<file path="src/rtl/display_mux_hex.sv">
// Time-multiplexed active-low hex driver for a bank of common-anode 7-segment displays.
// Optional leading-zero suppression is enabled by defining LEADING_ZERO_BLANK_EN.
module display_mux_hex #(
  parameter int NUM_DIGITS  = 4,
  parameter int REFRESH_DIV = 50000,
  parameter int CNT_W       = 16,
  localparam int IDX_W      = (NUM_DIGITS > 1) ? $clog2(NUM_DIGITS) : 1
) (
  input  logic                    clk,
  input  logic                    rst_n,
  input  logic [4*NUM_DIGITS-1:0] value,
  input  logic                    enable,
  input  logic [NUM_DIGITS-1:0]   dp_in,
  input  logic [NUM_DIGITS-1:0]   blank,
  output logic [NUM_DIGITS-1:0]   anodes,
  output logic [6:0]              segs,
  output logic                    dp,
  output logic [IDX_W-1:0]        digit_idx
);

  logic [CNT_W-1:0]      cnt_q, cnt_d;
  logic [IDX_W-1:0]      idx_q, idx_d;
  logic                  tick;
  logic [NUM_DIGITS-1:0] blank_eff;
  logic [NUM_DIGITS-1:0] sel;
  logic [3:0]            cur_nib;
  logic                  cur_blank;
  logic                  cur_dp;
  logic [NUM_DIGITS-1:0] anodes_q, anodes_d;
  logic [6:0]            segs_q, segs_d;
  logic                  dp_q, dp_d;

  // Unknown nibbles fall through to the dark pattern.
  function automatic logic [6:0] hex_to_segs(input logic [3:0] nib);
    case (nib)
      4'h0:    hex_to_segs = 7'b0000001;
      4'h1:    hex_to_segs = 7'b1001111;
      4'h2:    hex_to_segs = 7'b0010010;
      4'h3:    hex_to_segs = 7'b0000110;
      4'h4:    hex_to_segs = 7'b1001100;
      4'h5:    hex_to_segs = 7'b0100100;
      4'h6:    hex_to_segs = 7'b0100000;
      4'h7:    hex_to_segs = 7'b0001101;
      4'h8:    hex_to_segs = 7'b0000000;
      4'h9:    hex_to_segs = 7'b0000100;
      4'hA:    hex_to_segs = 7'b0001000;
      4'hB:    hex_to_segs = 7'b1100000;
      4'hC:    hex_to_segs = 7'b0110001;
      4'hD:    hex_to_segs = 7'b1000010;
      4'hE:    hex_to_segs = 7'b0110000;
      4'hF:    hex_to_segs = 7'b0111000;
      default: hex_to_segs = 7'b1111111;
    endcase
  endfunction

  // Prescaler and scan index; the index keeps moving while the display is disabled.
  always_comb begin
    tick  = 1'b0;
    cnt_d = cnt_q;
    idx_d = idx_q;
    if (cnt_q == CNT_W'(REFRESH_DIV - 1)) begin
      tick  = 1'b1;
      cnt_d = {CNT_W{1'b0}};
    end else begin
      cnt_d = cnt_q + CNT_W'(1);
    end
    if (tick) begin
      if (idx_q == IDX_W'(NUM_DIGITS - 1)) begin
        idx_d = {IDX_W{1'b0}};
      end else begin
        idx_d = idx_q + IDX_W'(1);
      end
    end else begin
      idx_d = idx_q;
    end
  end

  // Effective per-digit blanking, optionally including leading-zero suppression.
  always_comb begin
    blank_eff = blank;
`ifdef LEADING_ZERO_BLANK_EN
    begin : lzb
      logic higher_zero;
      higher_zero = 1'b1;
      for (int i = NUM_DIGITS - 1; i > 0; i--) begin
        higher_zero  = higher_zero & (value[4*i +: 4] == 4'h0);
        blank_eff[i] = blank[i] | higher_zero;
      end
    end
`else
    blank_eff = blank;
`endif
  end

  // Select the current digit; sel is one-hot by construction, so at most one anode is low.
  always_comb begin
    cur_nib   = 4'h0;
    cur_blank = 1'b1;
    cur_dp    = 1'b0;
    sel       = {NUM_DIGITS{1'b0}};
    for (int i = 0; i < NUM_DIGITS; i++) begin
      if (idx_q == IDX_W'(i)) begin
        sel[i]    = 1'b1;
        cur_nib   = value[4*i +: 4];
        cur_blank = blank_eff[i];
        cur_dp    = dp_in[i];
      end else begin
        sel[i] = 1'b0;
      end
    end
    if (enable && !cur_blank) begin
      anodes_d = ~sel;
      segs_d   = hex_to_segs(cur_nib);
      dp_d     = ~cur_dp;
    end else begin
      anodes_d = {NUM_DIGITS{1'b1}};
      segs_d   = 7'b1111111;
      dp_d     = 1'b1;
    end
  end

  // State and pin registers; reset darkens the pins without waiting for a clock.
  always_ff @(posedge clk or negedge rst_n) begin
    if (!rst_n) begin
      cnt_q    <= {CNT_W{1'b0}};
      idx_q    <= {IDX_W{1'b0}};
      anodes_q <= {NUM_DIGITS{1'b1}};
      segs_q   <= 7'b1111111;
      dp_q     <= 1'b1;
    end else begin
      cnt_q    <= cnt_d;
      idx_q    <= idx_d;
      anodes_q <= anodes_d;
      segs_q   <= segs_d;
      dp_q     <= dp_d;
    end
  end

  assign anodes    = anodes_q;
  assign segs      = segs_q;
  assign dp        = dp_q;
  assign digit_idx = idx_q;

endmodule

</file>
<file path="config.mk">
export PLATFORM = sky130hd
export DESIGN_NAME = display_mux_hex
export DESIGN_NICKNAME = d
export VERILOG_FILES = /design/src/rtl/display_mux_hex.sv
export SDC_FILE = /design/constraint.sdc
export NUM_CORES = 1
export LEC_CHECK = 0
export CAP_MARGIN = 20
export CORE_ASPECT_RATIO = 0.7
export CORE_UTILIZATION = 44
export DETAILED_ROUTE_END_ITERATION = 7
export GPL_TIMING_DRIVEN = 0
export PLACE_DENSITY = 0.79
export RECOVER_POWER = 100
export SYNTH_ARGS = -nofsm -noshare
export SYNTH_HDL_FRONTEND = slang
export SYNTH_SLANG_ARGS = --single-unit
</file>
<file path="constraint.sdc">
create_clock -name clk -period 2.15 [get_ports clk]
set_input_delay 0.215 -clock clk [delete_from_list [all_inputs] [get_ports clk]]
set_output_delay 0.215 -clock clk [all_outputs]
set_load 0.02 [all_outputs]
</file>
After elaboration in Yosys (flattened, before gate mapping)
Memory sizes are Yosys's and may differ from the RTL's.
Cells that the tools add are included.
W data, S select, Z words.
{"block": "totals", "register_bits": 30, "romBits": 112, "input_bits": 27, "out_inout_bits": 14, "mem_count": 1}
{"memory": "(name not given)", "depth": 16, "word_bits": 7, "read_ports": 1, "rd_clocked_by_memory_dff": 0, "wr": 0, "line_no": "35", "source": "case (nib)"}
{"block": "op_classes", "n_addsub": 2, "n_eq_ne": 4, "mux": 22, "bitwise_logic": 2, "reduce_logical": 3}
{"cell": "$mux W4", "n": 5}
{"cell": "$add A16 B1 Y16 const B", "n": 1}
{"cell": "$eq A16 B16 Y1 const B", "n": 1}
{"cell": "$mux W16", "n": 1}
{"cell": "$mux W1", "n": 14}
{"cell": "$mux W7", "n": 1}
{"cell": "$eq A2 B2 Y1 const B", "n": 2}
{"cell": "$not A4 Y4", "n": 1}
{"cell": "$add A2 B1 Y2 const B", "n": 1}
{"cell": "$eq A2 B1 Y1 const B", "n": 1}
{"cell": "$logic_not A2 Y1", "n": 1}
{"cell": "$mux W2", "n": 1}
{"cell": "$logic_and A1 B1 Y1", "n": 1}
{"cell": "$logic_not A1 Y1", "n": 1}
{"cell": "$not A1 Y1", "n": 1}

Longest topological paths before layout
Gate-level depths: netlist (run 1).
{"block": "logic_depth", "word_depth": 8, "mapped_depth": 12, "mapped_depth_nobuf": 11}

Worst setup path after synthesis (run 1)
No wires, ideal clock.
{"block": "synth_timing", "path_kind": "reg-to-reg", "startpoint": "register idx_q[1], in the netlist digit_idx[1]", "endpoint": "register segs_q[0], in the netlist segs[0]", "arrival_ps": 2212, "setup_slack_ps": -157, "stages_incl_launch_ff": 11, "path_buffers": 1, "period_less_slack_ps": 2307, "cell_sequence": "dfrtp_1 > inv_1 > ha_1 > buf_4 > nand3b_1 > a31oi_1 > inv_1 > ha_1 > mux2_2 > nand2_1 > o211ai_1"}
{"block": "synth_between", "elab_chain_len": 8, "elab_cells_between_ends": 16, "cone_classes": "eq/ne: 3; mux: 9; reduce/logical: 3; memory: 1"}
{"element": "from (decl)", "line_no": "22", "source": "logic [IDX_W-1:0] idx_q, idx_d;"}
{"element": "from (signal assigned)", "line_no": "126", "source": "idx_q <= {IDX_W{1'b0}};"}
{"element": "from (signal assigned)", "line_no": "132", "source": "idx_q <= idx_d;"}
{"element": "parallel branches: the longest is 7 deep, another holds $mem_v2 Z16 W7"}
{"element": "$mux W7 *", "line_no": "111", "source": "if (enable && !cur_blank) begin"}
{"element": "via segs_d[0]", "line_no": "30", "source": "logic [6:0] segs_q, segs_d;"}
{"element": "to (signal assigned)", "line_no": "134", "source": "segs_q <= segs_d;"}
{"element": "to (decl)", "line_no": "30"}
Mark *: on every way through the listed nets, which the timed path passes.
A chain may end at the register's enable or synchronous reset.

Final worst setup path (run 1)
{"block": "layout_timing", "startpoint": "register idx_q[0], in the netlist digit_idx[0]", "endpoint": "register segs_q[6], in the netlist segs[6]"}
The elaborated chain is that of the path after synthesis.

==> metrics.txt, run 1 <==
# TYPE chip_impl_metric gauge
chip_impl_info{name="layout_commonest_cell",value="sky130_fd_sc_hd__clkdlybuf4s50_1"} 1
chip_impl_info{name="mostFrequentLayoutCells",value="39 x sky130_fd_sc_hd__clkdlybuf4s50_1, 19 x sky130_fd_sc_hd__nand2_1, 16 x sky130_fd_sc_hd__dfrtp_1"} 1
chip_impl_metric{name="finalNetCount",unit=""} 270
chip_impl_metric{name="power.combinational.fraction",unit="%"} 14.6
chip_impl_info{name="regToRegEndpoint",value="segs[6]"} 1
chip_impl_metric{name="cts_made_buffers",unit=""} 5
chip_impl_metric{name="maximum_number_of_pins_on_one_net_before_global_route_repair",unit=""} 17
chip_impl_metric{name="power.share.sequential",unit="%"} 47.4
chip_impl_metric{name="drt_pass_1_iters",unit=""} 4
chip_impl_metric{name="worstRegToRegCells",unit=""} 10
chip_impl_metric{name="drive_above_1_share",unit="%"} 28.63
chip_impl_metric{name="critical_path_peak_fanout",unit=""} 8
chip_impl_metric{name="irDropWorstVdd",unit="mV"} 0.2754
chip_impl_metric{name="cts.clk_slew.worst_paths",unit="ns"} 0.07
chip_impl_metric{name="detailed_placement_wirelength_estimate",unit="µm"} 2880
chip_impl_metric{name="fin_cells",unit=""} 284
chip_impl_metric{name="row_count",unit=""} 18
chip_impl_info{name="setup_repair_after_global_routing_missed_its_margin",value="yes"} 1
chip_impl_metric{name="ys_seq_elements",unit=""} 30
chip_impl_metric{name="vias_after_detailed_routing",unit=""} 1547
chip_impl_metric{name="worstPathRequired",unit="ns"} 2.35
chip_impl_metric{name="post-synth-top-area-fraction",unit="%"} 26.89
chip_impl_metric{name="final_report_max_slew_violation_count",unit=""} 0
chip_impl_metric{name="share_clk_of_total_power",unit="%"} 38.1
chip_impl_metric{name="post-place-cells",unit=""} 262
chip_impl_info{name="run_status",value="finished with violations"} 1
chip_impl_metric{name="grt_pass1_wl",unit="µm"} 6520
chip_impl_info{name="critPathKind",value="flip-flop to flip-flop"} 1
chip_impl_metric{name="cellLeakagePower",unit="nW"} 1.041
chip_impl_metric{name="finalHoldWorstSlack",unit="ns"} 0.4616
chip_impl_metric{name="total_power",unit="mW"} 1.233
chip_impl_info{name="crit_path_start_kind",value="flip-flop"} 1
chip_impl_metric{name="die_area",unit="µm²"} 4062
chip_impl_metric{name="power_switching_share",unit="%"} 24.13
chip_impl_metric{name="netlist-cell-type-count",unit=""} 38
chip_impl_metric{name="core_region_area",unit="µm²"} 3581
chip_impl_info{name="violated_checks",value="setup timing"} 1
chip_impl_metric{name="floorplan.initialDensity",unit="%"} 46.79
chip_impl_metric{name="worst-slew-pin-transition",unit="ns"} 0.8071
chip_impl_metric{name="drc",unit=""} 0
chip_impl_metric{name="syn_avg_cell_area",unit="µm²"} 9.797
chip_impl_metric{name="port_buffers",unit=""} 40
chip_impl_metric{name="cts_num_sinks",unit=""} 30
chip_impl_metric{name="width_of_the_chip",unit="µm"} 75.75
chip_impl_metric{name="fin_crit",unit="ns"} 2.203
chip_impl_metric{name="timing.final.crit_share",unit="%"} 102.5
chip_impl_metric{name="max_cap_violations",unit=""} 0
chip_impl_metric{name="syn_area",unit="µm²"} 1675
chip_impl_metric{name="max-clock-path-buffers",unit=""} 2
chip_impl_metric{name="timing.slew.headroom",unit="%"} 46.02
chip_impl_metric{name="syn_to_final_growth",unit="%"} 53.70
chip_impl_metric{name="htree_num_levels",unit=""} 2
chip_impl_metric{name="synthCells",unit=""} 171
chip_impl_info{name="cts.root.buffer_cell",value="sky130_fd_sc_hd__clkbuf_8"} 1
chip_impl_info{name="synth.top_cells.by_area",value="sky130_fd_sc_hd__dfrtp_1 27%, sky130_fd_sc_hd__dfstp_2 19%, sky130_fd_sc_hd__ha_1 7.5%"} 1
chip_impl_metric{name="timing.fmax",unit="MHz"} 454.0
chip_impl_metric{name="p_int",unit="µW"} 935.5
chip_impl_metric{name="grt_use_total",unit="%"} 22.85
chip_impl_metric{name="clock_skew",unit="ns"} 0.008690
chip_impl_metric{name="insertedDiodeCount",unit=""} 0
chip_impl_metric{name="synthesis.yosys.warnings",unit=""} 0
chip_impl_metric{name="switching_power",unit="µW"} 297.6
chip_impl_metric{name="r2r_setup_slk",unit="ns"} -0.05
chip_impl_metric{name="dieHeight",unit="µm"} 53.63
chip_impl_metric{name="vias_per_cell",unit=""} 5.447
chip_impl_metric{name="cp.arrival",unit="ns"} 2.40
chip_impl_metric{name="synth.yosys.seq_area_share",unit="%"} 45.71
chip_impl_metric{name="final-setup-viol-count",unit=""} 3
chip_impl_metric{name="timing.setup.tns",unit="ns"} -0.07998
chip_impl_metric{name="synthesis.nets",unit=""} 208
chip_impl_metric{name="pin_count",unit=""} 41
chip_impl_metric{name="first_iter_violations",unit=""} 93
chip_impl_info{name="clock_tree_from_tritoncts",value="done"} 1
chip_impl_metric{name="finalCoreUtilization",unit="%"} 71.91
chip_impl_metric{name="grt_pass1_vias",unit=""} 1354
chip_impl_info{name="crit-reg2reg-launch",value="digit_idx[0]"} 1
chip_impl_metric{name="p_per_area",unit="nW/µm²"} 478.9
chip_impl_info{name="crit_path_end_kind",value="flip-flop"} 1
chip_impl_info{name="post-synth-top-area-cell",value="sky130_fd_sc_hd__dfrtp_1"} 1
chip_impl_metric{name="initial_antenna_violation_count",unit=""} 0
chip_impl_metric{name="clock_latency",unit="ns"} 0.29
chip_impl_metric{name="gp_routability_congestion",unit=""} 0.8950
chip_impl_metric{name="drt_wl_total",unit="µm"} 4945
chip_impl_metric{name="final-hold-violation-count",unit=""} 0
chip_impl_metric{name="post_drt_wl_per_cell",unit="µm"} 17.41
chip_impl_metric{name="postRouteAntennaNets",unit=""} 0
chip_impl_metric{name="fin_ws",unit="ns"} -0.05279
chip_impl_info{name="holdCritPathClass",value="input pin to async pin"} 1
chip_impl_metric{name="grt.overflow.total",unit=""} 0
chip_impl_info{name="setup.worst_path.start",value="digit_idx[0]"} 1
chip_impl_info{name="cp-endpoint",value="segs[6]"} 1
[worst min path at each step]
stage / to / slack (ns)
2_1_floorplan: cnt_q[0] / -0.08
3_3_place_gp: cnt_q[0] / 0.47
3_5_place_dp: cnt_q[0] / 0.48
4_1_cts: cnt_q[6] / 0.41
5_1_grt: cnt_q[8] / 0.50
6_report: cnt_q[1] / 0.46
[cell type report]
| class | count | area, µm² |
|---|---|---|
| Multi-Input combinational cell | 125 | 1002 |
| Buffer | 6 | 57.56 |
| Tap cell | 50 | 62.56 |
| Sequential cell | 30 | 768.2 |
| Fill cell | 247 | 1006 |
| Timing Repair Buffer | 55 | 545.5 |
| Clock buffer | 7 | 86.33 |
| Clock inverter | 1 | 5.005 |
| Inverter | 10 | 47.55 |
[synth_stat cells]
master	count
sky130_fd_sc_hd__nor3_2	1
sky130_fd_sc_hd__nand2_2	1
sky130_fd_sc_hd__a21oi_1	4
sky130_fd_sc_hd__xor2_1	7
sky130_fd_sc_hd__o221ai_1	3
sky130_fd_sc_hd__o211ai_1	2
sky130_fd_sc_hd__o21ai_1	3
sky130_fd_sc_hd__ha_1	10
sky130_fd_sc_hd__nand3_1	9
sky130_fd_sc_hd__nor2b_1	3
sky130_fd_sc_hd__nor4_1	2
sky130_fd_sc_hd__a211oi_2	1
sky130_fd_sc_hd__nand2b_1	3
sky130_fd_sc_hd__dfstp_2	12
sky130_fd_sc_hd__or4_1	1
sky130_fd_sc_hd__o22ai_1	2
sky130_fd_sc_hd__xnor2_1	7
sky130_fd_sc_hd__nand3b_1	6
sky130_fd_sc_hd__a221oi_1	1
sky130_fd_sc_hd__or3_1	1
sky130_fd_sc_hd__buf_4	3
sky130_fd_sc_hd__o21ai_0	3
sky130_fd_sc_hd__a311oi_2	1
sky130_fd_sc_hd__mux2i_1	3
sky130_fd_sc_hd__mux2_2	1
sky130_fd_sc_hd__a211o_1	1
sky130_fd_sc_hd__and3_1	3
sky130_fd_sc_hd__buf_2	3
sky130_fd_sc_hd__a31oi_1	4
sky130_fd_sc_hd__nor3_1	3
sky130_fd_sc_hd__dfrtp_1	18
sky130_fd_sc_hd__nor3b_1	2
sky130_fd_sc_hd__and4_1	1
sky130_fd_sc_hd__nor2_1	14
sky130_fd_sc_hd__inv_1	10
sky130_fd_sc_hd__nand2_1	19
sky130_fd_sc_hd__nand4_1	2
sky130_fd_sc_hd__a211oi_1	1
[power by group through the flow]
stage / clock network [mW] / logic [mW] / registers (mW)
2_1_floorplan: 0 / 0.0459 / 0.607
3_3_place_gp: 0 / 0.146 / 0.593
3_5_place_dp: 0 / 0.151 / 0.593
4_1_cts: 0.475 / 0.157 / 0.584
5_1_grt: 0.504 / 0.192 / 0.585
6_report: 0.469 / 0.180 / 0.584
[sequential cells by signal, indices dropped and copies added, names as in the netlist]
name,flops
cnt_q,16
segs,7
dp,1
digit_idx,2
anodes,4
[repair_timing]
action | CTS | global route
gates resized for setup | 19 | 21
buffers inserted | 2 | 12
gates cloned | 0 | 0
hold buffers | 0 | 0
endpoints found under the setup margin | 6 | 4
pin swaps | 2 | 4
[cells by family after synthesis]
kind of cell / count (synthesis) / share of synthesized area [%]
DFF: 30 / 45.71
AOI/OAI and AO/OA: 26 / 10.83
adders and majority gates: 10 / 7.468
buffers and inverters: 16 / 4.481
and+or+nand+nor: 71 / 21.73
muxes: 4 / 2.465
xor gates and xnor gates: 14 / 7.319
[through the flow]
step	setup slack [ns]	instance area [µm²]
after floorplan	0.02074	1687
after global placement	-0.1713	2150
after detailed placement	-0.2787	2165
after CTS	0.0004405	2356
after global routing	-0.1320	2575
final	-0.05279	2575
[worst max-delay path, cell delays in order (launching register included)]
cell and delay (ns):
sky130_fd_sc_hd__dfrtp_2 0.47, sky130_fd_sc_hd__inv_4 0.09, sky130_fd_sc_hd__ha_2 0.19, sky130_fd_sc_hd__buf_6 0.15, sky130_fd_sc_hd__nand2b_4 0.09, sky130_fd_sc_hd__o22ai_4 0.21, sky130_fd_sc_hd__a31oi_4 0.07, sky130_fd_sc_hd__ha_2 0.22
sky130_fd_sc_hd__or3_1 0.41, sky130_fd_sc_hd__o21ai_1 0.11, sky130_fd_sc_hd__o21ai_1 0.09
[layer usage]
metal	global-route usage (%)	vias up	share of wire, %
met4	8.333	0	3.6
met3	9.176	20	7.2
met2	32.74	70	46
met5	0	-	0
met1	30.96	737	43
li1	-	720	-
Note: power is estimated with default switching activity, not from simulation.
==> inputs of run 2 (changes only) <==
TNS_END_PERCENT = 5   (was default)
==> run 2 against run 1 <==
The flow now finishes without violations. Maximum frequency increased by 2.9%. First-iteration DRC count increased by 58%. Power about the same. Routed wire length decreased by 4.4%. Combinational power decreased by 3%. Sequential power about the same. Critical path depth decreased by 1. Clock-buffer cell count decreased by 1. Design area increased by 0.53%.
==> metrics.txt, run 2 (synthesis results as in run 1) <==
# TYPE chip_impl_metric gauge
chip_impl_metric{name="cts_made_buffers",unit=""} 5
chip_impl_info{name="holdCritPathClass",value="input pin to async pin"} 1
chip_impl_metric{name="cts_num_sinks",unit=""} 30
chip_impl_metric{name="clock_latency",unit="ns"} 0.29
chip_impl_metric{name="placed_cell_area",unit="µm²"} 2163
chip_impl_metric{name="first_iter_violations",unit=""} 147
chip_impl_info{name="largest_register",value="cnt_q"} 1
chip_impl_metric{name="grt_use_total",unit="%"} 22.01
chip_impl_metric{name="postRouteAntennaNets",unit=""} 0
chip_impl_info{name="clock_tree_from_tritoncts",value="done"} 1
chip_impl_metric{name="drive_above_1_share",unit="%"} 29.83
chip_impl_metric{name="grt.overflow.total",unit=""} 0
chip_impl_info{name="run_status",value="complete, no violations"} 1
chip_impl_metric{name="largest_register_ff_count",unit=""} 16
chip_impl_metric{name="cts.clk_slew.worst_paths",unit="ns"} 0.06
chip_impl_metric{name="p_per_area",unit="nW/µm²"} 476.5
chip_impl_metric{name="max_cap_violations",unit=""} 0
chip_impl_metric{name="power.share.sequential",unit="%"} 47.3
chip_impl_metric{name="timing.final.crit_share",unit="%"} 99.54
chip_impl_metric{name="worstPathRequired",unit="ns"} 2.35
chip_impl_metric{name="post_drt_wl_per_cell",unit="µm"} 16.42
chip_impl_info{name="layout_commonest_cell",value="sky130_fd_sc_hd__clkdlybuf4s50_1"} 1
chip_impl_metric{name="cp.arrival",unit="ns"} 2.34
chip_impl_metric{name="cellLeakagePower",unit="nW"} 1.050
chip_impl_metric{name="irDropWorstVdd",unit="mV"} 0.2623
chip_impl_metric{name="vias_per_cell",unit=""} 5.326
chip_impl_metric{name="clock_skew",unit="ns"} 0.005019
chip_impl_metric{name="r2r_setup_slk",unit="ns"} 0.01
chip_impl_metric{name="final_report_max_slew_violation_count",unit=""} 0
chip_impl_metric{name="drt_pass_1_iters",unit=""} 4
chip_impl_metric{name="power_switching_share",unit="%"} 24.36
chip_impl_metric{name="p_int",unit="µW"} 933.0
chip_impl_metric{name="grt_pass1_wl",unit="µm"} 6279
chip_impl_info{name="critPathKind",value="flip-flop to flip-flop"} 1
chip_impl_metric{name="nFillCells",unit=""} 227
chip_impl_metric{name="final-hold-violation-count",unit=""} 0
chip_impl_metric{name="max-clock-path-buffers",unit=""} 2
chip_impl_metric{name="port_buffers",unit=""} 40
chip_impl_metric{name="grt_pass1_vias",unit=""} 1298
chip_impl_info{name="crit_path_end_kind",value="flip-flop"} 1
chip_impl_metric{name="holdBufCountCts",unit=""} 0
chip_impl_metric{name="share_clk_of_total_power",unit="%"} 38.5
chip_impl_metric{name="timing.fmax",unit="MHz"} 467.3
chip_impl_metric{name="maximum_number_of_pins_on_one_net_before_global_route_repair",unit=""} 22
chip_impl_metric{name="fin_crit",unit="ns"} 2.140
chip_impl_metric{name="dieHeight",unit="µm"} 53.63
chip_impl_info{name="crit_path_start_kind",value="flip-flop"} 1
chip_impl_metric{name="syn_to_final_growth",unit="%"} 54.52
chip_impl_info{name="cts.root.buffer_cell",value="sky130_fd_sc_hd__clkbuf_8"} 1
chip_impl_metric{name="drt_wl_total",unit="µm"} 4729
chip_impl_metric{name="pin_count",unit=""} 41
chip_impl_metric{name="worst-slew-pin-transition",unit="ns"} 1.038
chip_impl_metric{name="width_of_the_chip",unit="µm"} 75.75
chip_impl_metric{name="core_region_area",unit="µm²"} 3581
chip_impl_metric{name="drc",unit=""} 0
chip_impl_metric{name="initial_antenna_violation_count",unit=""} 0
chip_impl_info{name="setup_repair_after_global_routing_missed_its_margin",value="yes"} 1
chip_impl_metric{name="critical_path_peak_fanout",unit=""} 10
chip_impl_metric{name="worstRegToRegCells",unit=""} 9
chip_impl_metric{name="timing.slew.headroom",unit="%"} 30.79
chip_impl_info{name="mostFrequentLayoutCells",value="39 x sky130_fd_sc_hd__clkdlybuf4s50_1, 19 x sky130_fd_sc_hd__nand2_1, 18 x sky130_fd_sc_hd__buf_4"} 1
chip_impl_metric{name="die_area",unit="µm²"} 4062
chip_impl_metric{name="htree_num_levels",unit=""} 2
chip_impl_metric{name="final-setup-viol-count",unit=""} 0
chip_impl_metric{name="gp_routability_congestion",unit=""} 0.8974
chip_impl_metric{name="insertedDiodeCount",unit=""} 0
chip_impl_metric{name="power.combinational.fraction",unit="%"} 14.2
chip_impl_metric{name="finalCoreUtilization",unit="%"} 72.29
chip_impl_metric{name="finalNetCount",unit=""} 274
chip_impl_metric{name="vias_after_detailed_routing",unit=""} 1534
chip_impl_metric{name="detailed_placement_wirelength_estimate",unit="µm"} 2862
chip_impl_metric{name="floorplan.initialDensity",unit="%"} 46.79
chip_impl_metric{name="row_count",unit=""} 18
chip_impl_metric{name="switching_power",unit="µW"} 300.5
chip_impl_metric{name="finish.instance_area",unit="µm²"} 2589
-- run 2: repair_timing --
item / 4_1_cts / 5_1_grt
pin swaps: 3 / 7
endpoints found under the hold margin: 0 / 0
gates resized for setup: 20 / 21
setup endpoints to repair: 6 / 4
buffers inserted: 3 / 14
gates cloned: 0 / 1
-- run 2: per-stage QoR --
| step | hold slack [ns] | total power, mW | setup slack, ns | TNS [ns] | instances |
|---|---|---|---|---|---|
| after detailed placement | 0.4880 | 0.7436 | -0.2116 | -0.6730 | 262 |
| after CTS | 0.2728 | 1.230 | 0.004772 | 0 | 273 |
| final | 0.3250 | 1.233 | 0.009942 | 0 | 288 |
| after floorplan | -0.08059 | 0.6525 | -0.03954 | -0.07524 | 171 |
| after global placement | 0.4712 | 0.7385 | -0.1838 | -0.4796 | 261 |
| after global routing | 0.3433 | 1.278 | -0.07083 | -0.1531 | 288 |
-- run 2: layer usage --
metal  GRT usage, %  wire, µm
met1          30.91      2151
met2          31.12      2220
met3          7.491       285
met4          8.333        73
met5              0         0
-- run 2: power groups by stage --
stage | registers [mW] | clock network, mW | logic, mW
floorplan | 0.607 | 0 | 0.0459
global route | 0.584 | 0.509 | 0.186
global placement | 0.593 | 0 | 0.146
CTS | 0.584 | 0.487 | 0.160
finish | 0.584 | 0.475 | 0.175
detailed placement | 0.593 | 0 | 0.150
-- run 2: worst max-delay path, cell delays in order (launching register included) --
cell	delay, ns
sky130_fd_sc_hd__dfrtp_2	0.46
sky130_fd_sc_hd__inv_4	0.06
sky130_fd_sc_hd__ha_4	0.16
sky130_fd_sc_hd__buf_4	0.14
sky130_fd_sc_hd__nand3b_1	0.21
sky130_fd_sc_hd__a311oi_2	0.34
sky130_fd_sc_hd__buf_4	0.24
sky130_fd_sc_hd__mux2i_1	0.09
sky130_fd_sc_hd__and3_1	0.19
sky130_fd_sc_hd__a31oi_1	0.17
-- run 2: path summary, 6_finish.rpt --
| path | startpoint | endpoint |
|---|---|---|
| min in group clk | cnt_q[0] | cnt_q[0] |
| max in group asynchronous | rst_n | cnt_q[0] |
| setup reg to reg | digit_idx[1] | segs[3] |
| setup / recovery | digit_idx[1] | segs[3] |
| hold / removal | rst_n | cnt_q[6] |
| hold reg to reg | cnt_q[0] | cnt_q[0] |
-- run 2: layout make-up --
cell class / instances / area [µm²] / share of cell area, %
multi-input cells: 125 / 996.0 / 38.47
flip-flops and latches: 30 / 768.2 / 29.68
repair buffers: 59 / 560.5 / 21.65
clock buffers: 6 / 82.58 / 3.190
well taps: 50 / 62.56 / 2.417
plain buffers: 6 / 61.31 / 2.368
inverters: 10 / 45.04 / 1.740
clock inverters: 2 / 12.51 / 0.4833
==> patch: new RTL, flow settings as in run 1 <==
The option `LEADING_ZERO_BLANK_EN` is turned on by a define.
--- a/src/rtl/display_mux_hex.sv
+++ b/src/rtl/display_mux_hex.sv
@@ -1,4 +1,6 @@
 // Time-multiplexed active-low hex driver for a bank of common-anode 7-segment displays.
 // Optional leading-zero suppression is enabled by defining LEADING_ZERO_BLANK_EN.
+`define LEADING_ZERO_BLANK_EN
+
 module display_mux_hex #(
   parameter int NUM_DIGITS  = 4,
Function: no difference found for any inputs over 10 cycles, from zero or initial values and one cycle with rst_n low; that may be too few to reach the edited logic, so the function may still have changed.
==> patch against run 1 <==
Hold slack worse by 0.11 ns. Clock skew is 0.0027 ns lower. Synthesized area is 5.4% higher. Cell area is 0.78% lower. Sequential cell count stayed put. Total power is 0.50% lower. Wire length is 15% lower. Largest cell class unchanged. Sequential share of layout area is 0.23 points higher. Count of clock-buffer cells in the layout stayed put. Worst setup slack better by 0.11 ns.
==> patch: results (changes against run 1) <==
[power]
swShare_pct = 24.0  ; -0.17 points
power.leakage_nw = 1.03  ; -0.77%
power_switching_w = 0.000294  ; -1.2%
combinationalPower_w = 0.000176  ; -2%

[synthesis]
synth_compound_area_share_pct = 12.3  ; +1.5 points
synth_nets = 219  ; +5.3%
netlist.area_leader.share_pct = 25.5  ; -1.4 points
synthMuxAreaShare_pct = 1.13  ; -1.3 points
synth_cells = 182  ; +6.4%
synth_cell_types = 40  ; +5.3%
ys_seq_area_share_pct = 43.4  ; -2.3 points
synth_fa_ha_area_share_pct = 7.09  ; -0.38 points

[layout]
drive_gt1_share_pct = 26.3  ; -2.4 points

[global_route]
grt_use_met2_pct = 33.5  ; +0.74 points
grt_pass1_wl_mm = 6.77  ; +3.8%
grt_max_degree = 19  ; +2
grt_usage_pct = 21.5  ; -1.3 points

[run_status]
status = finished, final reports clean

[placement]
dp_hpwl_mm = 2.96  ; +2.9%
dpl_cell_area_sq_mm = 0.00227  ; +4.7%
place.gp.congestion = 0.850  ; -5.1%

[sta]
slew_headroom_pct = 37.2  ; -8.8 points

[route]
wl_per_cell_um = 14.4  ; -17%
drt_wl_total_mm = 4.18  ; -15%

[critical_path]
r2r_setup_slack_ns = 0.05  ; +0.11 ns
rr_worst_depth = 7  ; -3

patch: logic make-up after synthesis:
| family | Yosys count |
|---|---|
| buf+inv | 16 |
| xor+xnor | 15 |
| mux | 2 |
| compound gates | 27 |
| simple gates | 82 |
| flops | 30 |
| fa+ha+maj | 10 |
patch: layout make-up:
cell class / count / area [sq um]
clock inverter: 1 / 5.00
timing repair buffer: 53 / 492
sequential: 30 / 768
fill: 271 / 1120
multi-input combinational: 136 / 1060
inverter: 9 / 38.8
tap: 50 / 62.6
buffer: 4 / 42.5
clock buffer: 7 / 86.3
patch: critical path, cell delays in order, from the launching register on:
cell and delay (ns):
dfrtp_2 0.48, ha_4 0.22, clkbuf_16 0.16, a221o_2 0.47
ha_4 0.19, or3_4 0.35, o221ai_2 0.06, nand2_1 0.07
patch: timing repair:
item / in CTS / in global routing
pin swaps: 5 / 8
hold buffers: 0 / 0
setup endpoints to repair: 7 / 6
setup buffers: 5 / 7
resized for setup: 19 / 17
